==> src/rtl/cim_weight_loader.sv <==
// ---------------------------------------------------------------------------
// cim_weight_loader
//
// Weight-loading front end for the CIM macro. Weight words arrive on a
// valid/ready stream and are written into the shadow bank of the ping-pong
// array at consecutive row addresses. This block owns the bank select `cima`:
// compute reads bank `cima`, writes go to bank `~cima`. After the shadow bank
// is fully loaded, a `swap` pulse from the compute sequencer flips `cima` so
// that the freshly loaded bank becomes the compute bank.
//
// Parameters:
//   ADDR_W     row address width; bank depth is 2**ADDR_W
//   DATA_W     weight word width (matches array D)
//
// Ports:
//   clk        system clock, rising edge
//   rstn       asynchronous active-low reset
//   load_req   one-cycle pulse, starts a bank load
//   load_len   word count 1..2**ADDR_W, sampled with load_req (larger values
//              are clamped to 2**ADDR_W, zero is ignored)
//   s_valid    stream word valid
//   s_ready    stream ready (decode of FSM state only)
//   s_data     stream word
//   we         registered write strobe to the array
//   WA         write row address, valid while we=1
//   D          write data, valid while we=1
//   cima       bank select
//   swap       one-cycle bank swap request
//   ready_bank shadow bank fully loaded and swappable
//   busy       load in progress
//   load_err   one-cycle pulse: load_req arrived outside IDLE
//   swap_err   one-cycle pulse: swap arrived while ready_bank=0
//   chksum     XOR of all words in the last or current load
//
// Build option:
//   CIM_LOADER_CHKSUM_EN  when defined, chksum accumulates the XOR of every
//                         accepted word; when undefined, chksum is tied to 0
//                         and no accumulator exists.
// ---------------------------------------------------------------------------
module cim_weight_loader #(
  parameter int ADDR_W = 8,
  parameter int DATA_W = 24
) (
  input  logic              clk,
  input  logic              rstn,
  input  logic              load_req,
  input  logic [ADDR_W:0]   load_len,
  input  logic              s_valid,
  output logic              s_ready,
  input  logic [DATA_W-1:0] s_data,
  output logic              we,
  output logic [ADDR_W-1:0] WA,
  output logic [DATA_W-1:0] D,
  output logic              cima,
  input  logic              swap,
  output logic              ready_bank,
  output logic              busy,
  output logic              load_err,
  output logic              swap_err,
  output logic [DATA_W-1:0] chksum
);

  typedef enum logic [1:0] {
    ST_IDLE = 2'd0,
    ST_LOAD = 2'd1,
    ST_FULL = 2'd2
  } state_t;

  // Full bank depth expressed in the load_len width.
  localparam logic [ADDR_W:0] DEPTH = {1'b1, {ADDR_W{1'b0}}};
  localparam logic [ADDR_W:0] ONE   = {{ADDR_W{1'b0}}, 1'b1};

  state_t              r_state;
  state_t              w_next_state;

  logic [ADDR_W-1:0]   r_addr;
  logic [ADDR_W:0]     r_remain;
  logic                r_we;
  logic [ADDR_W-1:0]   r_wa;
  logic [DATA_W-1:0]   r_d;
  logic                r_cima;
  logic                r_load_err;
  logic                r_swap_err;

  logic [ADDR_W:0]     w_len_clamped;
  logic                w_load_take;
  logic                w_accept;
  logic                w_last;
  logic                w_swap_take;
  logic                w_s_ready;
  logic                w_busy;
  logic                w_ready_bank;

  // -------------------------------------------------------------------------
  // Event decode
  // -------------------------------------------------------------------------
  assign w_len_clamped = (load_len > DEPTH) ? DEPTH : load_len;
  assign w_load_take   = (r_state == ST_IDLE) && load_req && (load_len != '0);
  assign w_accept      = (r_state == ST_LOAD) && s_valid;
  assign w_last        = w_accept && (r_remain == ONE);
  // The bank is only swappable once the final write strobe has retired.
  assign w_swap_take   = swap && w_ready_bank;

  // -------------------------------------------------------------------------
  // FSM: state register
  // -------------------------------------------------------------------------
  always_ff @(posedge clk or negedge rstn) begin
    if (!rstn) begin
      r_state <= ST_IDLE;
    end else begin
      r_state <= w_next_state;
    end
  end

  // -------------------------------------------------------------------------
  // FSM: next-state logic
  // -------------------------------------------------------------------------
  always_comb begin
    w_next_state = r_state;
    unique case (r_state)
      ST_IDLE: begin
        if (w_load_take) begin
          w_next_state = ST_LOAD;
        end
      end
      ST_LOAD: begin
        if (w_last) begin
          w_next_state = ST_FULL;
        end
      end
      ST_FULL: begin
        if (w_swap_take) begin
          w_next_state = ST_IDLE;
        end
      end
      default: begin
        w_next_state = ST_IDLE;
      end
    endcase
  end

  // -------------------------------------------------------------------------
  // FSM: output decode (registered state and write strobe only)
  // -------------------------------------------------------------------------
  always_comb begin
    w_s_ready    = 1'b0;
    w_busy       = 1'b0;
    w_ready_bank = 1'b0;
    unique case (r_state)
      ST_IDLE: begin
        w_s_ready = 1'b0;
      end
      ST_LOAD: begin
        w_s_ready = 1'b1;
        w_busy    = 1'b1;
      end
      ST_FULL: begin
        w_ready_bank = !r_we;
      end
      default: begin
        w_s_ready = 1'b0;
      end
    endcase
  end

  // -------------------------------------------------------------------------
  // Address / remaining-count counters
  // -------------------------------------------------------------------------
  always_ff @(posedge clk or negedge rstn) begin
    if (!rstn) begin
      r_addr   <= '0;
      r_remain <= '0;
    end else if (w_load_take) begin
      r_addr   <= '0;
      r_remain <= w_len_clamped;
    end else if (w_accept) begin
      r_remain <= r_remain - ONE;
      // Holding the address on the final word keeps it from wrapping on a
      // full-depth load.
      if (!w_last) begin
        r_addr <= r_addr + 1'b1;
      end
    end
  end

  // -------------------------------------------------------------------------
  // Array write port: one registered write per accepted word; WA/D hold
  // their last values while we=0.
  // -------------------------------------------------------------------------
  always_ff @(posedge clk or negedge rstn) begin
    if (!rstn) begin
      r_we <= 1'b0;
      r_wa <= '0;
      r_d  <= '0;
    end else begin
      r_we <= w_accept;
      if (w_accept) begin
        r_wa <= r_addr;
        r_d  <= s_data;
      end
    end
  end

  // -------------------------------------------------------------------------
  // Bank select and error pulses
  // -------------------------------------------------------------------------
  always_ff @(posedge clk or negedge rstn) begin
    if (!rstn) begin
      r_cima     <= 1'b0;
      r_load_err <= 1'b0;
      r_swap_err <= 1'b0;
    end else begin
      if (w_swap_take) begin
        r_cima <= ~r_cima;
      end
      // A load request in FULL is rejected even when a swap is taken on the
      // same edge; a new load is only accepted from the following edge.
      r_load_err <= load_req && (r_state != ST_IDLE);
      r_swap_err <= swap && !w_ready_bank;
    end
  end

  // -------------------------------------------------------------------------
  // Load checksum
  // -------------------------------------------------------------------------
`ifdef CIM_LOADER_CHKSUM_EN
  logic [DATA_W-1:0] r_chksum;

  always_ff @(posedge clk or negedge rstn) begin
    if (!rstn) begin
      r_chksum <= '0;
    end else if (w_load_take) begin
      r_chksum <= '0;
    end else if (w_accept) begin
      r_chksum <= r_chksum ^ s_data;
    end
  end

  assign chksum = r_chksum;
`else
  assign chksum = '0;
`endif

  // -------------------------------------------------------------------------
  // Output ports
  // -------------------------------------------------------------------------
  assign s_ready    = w_s_ready;
  assign busy       = w_busy;
  assign ready_bank = w_ready_bank;
  assign we         = r_we;
  assign WA         = r_wa;
  assign D          = r_d;
  assign cima       = r_cima;
  assign load_err   = r_load_err;
  assign swap_err   = r_swap_err;

endmodule

==> config.mk <==
export PLATFORM = sky130hd
export DESIGN_NAME = cim_weight_loader
export DESIGN_NICKNAME = d
export VERILOG_FILES = /design/src/rtl/cim_weight_loader.sv
export SDC_FILE = /design/constraint.sdc
export NUM_CORES = 1
export LEC_CHECK = 0
export ABC_AREA = 1
export CAP_MARGIN = 25
export CORE_MARGIN = 3
export CORE_UTILIZATION = 30
export DETAILED_ROUTE_END_ITERATION = 12
export HOLD_SLACK_MARGIN = 0.15
export PLACE_DENSITY_LB_ADDON = 0.12
export RECOVER_POWER = 25
export SETUP_SLACK_MARGIN = 0.15
export SYNTH_ARGS = -nofsm -noshare
export SYNTH_HDL_FRONTEND = slang
export SYNTH_SLANG_ARGS = --single-unit
==> constraint.sdc <==
create_clock -name clk -period 1.8 [get_ports clk]
set_input_delay 0.18 -clock clk [delete_from_list [all_inputs] [get_ports clk]]
set_output_delay 0.18 -clock clk [all_outputs]
set_load 0.02 [all_outputs]
# ---- Yosys cells after proc, flatten, opt, wreduce, memory -nomap -nowiden
# Index checks and enable logic that the tools add are counted.
dict set report word_totals {
  elab_cells 47
  out_inout_bits 63
  ff_bits 55
}
dict set report classes {
  n_lt_le_gt_ge 1
  add_sub_neg 2
  muxes 12
  n_bitwise 1
  eq_ne 7
  n_reduce_logical 15
}
# cell n
set ops {}
lappend ops {{2-to-1 mux 9 bit} 3}
lappend ops {{2-to-1 mux 8 bit} 3}
lappend ops {{equality test 9 x 1 -> 1 bit (second input constant)} 1}
lappend ops {{greater-than comparator 9 bit (second input constant)} 1}
lappend ops {{nonzero test 9 bit} 1}
lappend ops {{subtractor 9 x 1 -> 9 bit (second input constant)} 1}
lappend ops {{adder 8 x 1 -> 8 bit (second input constant)} 1}
lappend ops {{!= test 2 bit (second input constant)} 4}
lappend ops {{logical AND 1 bit} 7}
lappend ops {{2-to-1 mux 2 bit} 3}
lappend ops {{case mux 2 bit (3 select lines)} 1}
lappend ops {{nonzero test 2 bit} 2}
lappend ops {{AND reduction 3 bit} 1}
lappend ops {{equality test 2 x 1 -> 1 bit (second input constant)} 1}
lappend ops {{equality test 2 bit (second input constant)} 1}
lappend ops {{zero test 1 bit} 2}
lappend ops {{zero test 2 bit} 1}
lappend ops {{2-to-1 mux 1 bit} 2}
lappend ops {{AND reduction 2 bit} 1}
lappend ops {{NOT 1 bit} 1}

# ---- Longest topological paths before layout
# Gate-level depths: netlist (run 1).
dict set report logic_depth {
  ltp_word 6
  ltp_mapped 10
  depth_no_buf 10
}

# ---- Worst setup path before layout (run 1)
# OpenSTA, ideal clock, no wires.
dict set report synth_path {
  kind {reg2reg}
  start {register r_state[1]}
  end {register r_state[0]}
  setup_time_ns 0.117
  n_path_buf 1
  path_slack_ns 0.539
  arrival_ns 1.145
  stages_incl_launch_ff 8
  cell_sequence {dfrtp_1 nor2_4 nand2_4 inv_2 buf_4 nand2_1 nand2_1 nand2_1}
}
dict set report synth_between {
  elab_chain_cells 5
  elab_cells_between_ends 14
}
# item line_no
set synth_lines {}
lappend synth_lines {{start: declaration} 73} ;# state_t r_state;
lappend synth_lines {{start signal: assignment} 111} ;# r_state <= w_next_state;
lappend synth_lines {{equality test 2 bit (tied with other cells)} {120, 149}}
lappend synth_lines {{2-to-1 mux 1 bit (tied with other cells)} 149} ;# unique case (r_state)
lappend synth_lines {{logical AND 1 bit (on tied branches)} {102, 100, 98}}
lappend synth_lines {{!= test 2 bit (no source line)} -}
lappend synth_lines {{AND reduction 3 bit (no source line)} -}
# Several ways; a longest one is shown, not always the timed one.
# A chain may end at the register's enable or synchronous reset.

# ---- Worst setup path in the final report (run 1)
dict set report layout_path {
  start {register r_state[1]}
  end {output ready_bank}
}
dict set report layout_between {
  elab_chain_cells 2
}
# item line_no
set layout_lines {}
lappend layout_lines {{equality test 2 bit} 149}
lappend layout_lines {{2-to-1 mux 1 bit} 149}
lappend layout_lines {{end: declaration} 56} ;# output logic ready_bank,
# Every way passes these cells.

==> impl_metrics.yaml, run 1 <==
run_status:
  status: "completed"
sta:
  timing_hold_violations_final: 0
  maxSlewHeadroom: 0.554
  skew_ps: 12.4
  holdWs_ps: 382
  worstMarginPinSlew_ps: 669
  fin_setup_tns_ps: 0
  rsz0062_at_grt: "false"
  setup_violations: 0
  finalCritPeriodShare: 0.869
  fin_crit_ps: 1560
  drv_slew: 0
  fmaxAchievable_mhz: 639
placement:
  port_buffers: 76
  hpwl_mm: 4.67
  place.gp.congestion: 0.771
finish:
  insertedDiodeCount: 0
  drive_above_1_share: 0.0729
  fin_nets: 465
  area_growth_pct: 32.2
  multi_input_area_mm2: 0.00114
  regArea_mm2: 0.00138
  num-fill-cells: 905
yosys:
  postSynthAreaPerCell_um2: 7.99
  synth_area_leaders: "dfrtp_1, nand2_1, buf_4"
  ys.flop_type: "dfrtp_1"
  yosysMostFrequentCell: "nand2_1"
  ys_seq_area_frac: 0.498
  async_flop_share: 1.00
  synthCells: 346
  syn_area_mm2: 0.00277
  yosysUniqueCellTypes: 26
  yosys_warnings: 0
  yosys.area.top_type: "dfrtp_1"
  post_synth_most_frequent_cells: "nand2_1, dfrtp_1, buf_4"
  synth_top_area_share: 0.498
  synth-edff-count: 0
  ys_ff_latch: 55
clock_network:
  post_cts_buffers: 0
  cts_tree: "done"
  cts_buffers: 5
  htreeDepth: 2
  insertion_delay_ps: 310
  clock-root-buffer: "clkbuf_8"
  path_clk_slew_ps: 120
  cts_buffer_depth: 2
  cts_sinks: 55
worst_setup_path:
  cp_slowest_cell: "dfrtp_1"
  cp.arrival_ps: 1380
  path_class: "register to primary output"
  cp.required_ps: 1620
  path_cells: "inv_1 > nor2_1 > nand2_1 > inv_1 > dlygate4sd2_1"
  cpMostUsedCell: "inv_1"
  crit_fanout: 3
  endpoint_kind: "primary output"
  critical_path.startpoint_type: "register"
  worst_path_largest_cell_delay_ps: 420
global_route:
  grt.overflow.total: 0
  grt_pass1_wl_mm: 10.6
  grt_pass1_vias: 2165
  grt_max_degree: 32
  track_usage: 0.127
  antenna_found_initial: 0
floorplanning:
  top_level_ports: 101
  start_util: 0.313
  rows: 34
  core_mm2: 0.00885
  dieArea_mm2: 0.0104
  fp.dieW_um: 102
  die-height_um: 102
routing:
  drt-total-wl_mm: 6.22
  drt_iter0_drc: 56
  ant_nets: 0
  routed_via_density: 4.19
  wl_per_cell_um: 11.7
  drc: 0
  dr.pass1.iters: 4
  num_vias: 2234
power_and_ir_drop:
  power_leakage_uw: 0.00181
  p_per_area_mw_per_mm2: 1380
  ir_drop_uv: 709
run:
  max-cap-violations: 0
worst_hold_path:
  min_path_type: "input pin to register"
per-stage QoR:
stage,power [uW],instances,instance area [um^2],util,worst slack [ps]
floorplan,3410,369,2850,-,539
global placement,4380,524,3550,0.402,205
detailed placement,4380,524,3550,0.402,170
CTS,5150,533,3660,0.413,219
global route,5530,533,3660,0.413,152
finish,5050,533,3660,0.413,235
routing by layer:
layer  wire length, um  GRT usage  part of all wire
met5                 0          0                 0
met3               522     0.0478             0.084
met1              2910      0.179              0.47
met2              2760      0.189              0.44
met4                23     0.0242            0.0037
critical path: cells and delay by family (launching register included):
family | cells | cell delay (ps)
buf+inv | 3 | 450
flops | 1 | 420
simple gates | 2 | 220
final cells by class:
| cell class | count | area share |
|---|---|---|
| clock buffers | 5 | 0.0188 |
| well taps | 108 | 0.0370 |
| clock inverters | 3 | 0.00753 |
| flip-flops and latches | 55 | 0.376 |
| multi-input cells | 253 | 0.311 |
| inverters | 28 | 0.0287 |
| repair buffers | 81 | 0.220 |
kinds of logic after synthesis:
group | count (synthesis) | synth area share
compound gates | 25 | 0.0493
other cells | 1 | 0.00136
flops | 55 | 0.498
buf+inv | 61 | 0.122
xor+xnor | 6 | 0.0190
simple gates | 195 | 0.297
fa+ha+maj | 3 | 0.0136
state kept, by name (all words and copies together) (netlist names):
name	flops
r_remain	9
load_err	1
D	24
swap_err	1
r_addr	8
r_state	2
cima	1
we	1
WA	8
worst paths after layout:
path / start / endpoint / slack (ps) / depth (start not counted)
worst max-delay path: r_state[1] / ready_bank / 240 / 5
worst min-delay path: s_data[16] / D[16] / 380 / 3
worst max register to register: r_remain[0] / r_remain[8] / 440 / 9
worst min register to register: D[16] / D[16] / 490 / 2
max in group asynchronous: rstn / r_remain[4] / 770 / 3
min in group asynchronous: rstn / D[9] / 410 / 2
where the power goes:
part / switching [uW] / internal [uW]
combinational: 1320 / 1010
clock: 450 / 287
sequential: 314 / 1680
total: 2080 / 2970
cells in the final DEF (no fill, tap or decap):
master,netlist,final
clkinv_4,0,1
a21oi_2,2,2
a21oi_1,3,3
o21ai_0,13,13
clkdlybuf4s50_1,0,72
nand3_1,14,14
nand2_2,3,3
inv_2,3,3
nor2_2,3,3
ha_1,3,3
nor2_1,21,21
buf_12,0,1
nand2_1,142,142
xor2_1,3,3
o21ai_1,6,6
conb_1,1,24
nand2_4,2,2
clkinvlp_4,0,1
dfrtp_1,55,55
or2_2,1,1
nand3b_1,2,2
buf_4,26,3
nand4_1,4,4
dlygate4sd2_1,0,3
clkbuf_2,0,1
o21ai_2,1,1
inv_8,0,1
clkbuf_8,0,5
nor2_4,3,3
xnor2_1,3,3
inv_1,25,25
dlygate4sd3_1,0,1
what timing repair did:
action                                  4_1_cts  5_1_grt
resized for setup                             3        0
endpoints found under the setup margin        3        0
endpoints found under the hold margin        24        0
hold buffers                                  1        0
Note: power is estimated with default switching activity, not from simulation.
==> inputs of run 2 (changes only) <==
--- a/config.mk
+++ b/config.mk
@@ -6,6 +6,7 @@
 export NUM_CORES = 1
 export LEC_CHECK = 0
 export ABC_AREA = 1
+export ABC_CLOCK_PERIOD_IN_PS = 1800
 export CAP_MARGIN = 25
 export CORE_MARGIN = 3
 export CORE_UTILIZATION = 30
==> results of run 2 <==
Final layout, timing and power as in run 1 (identical DEF).
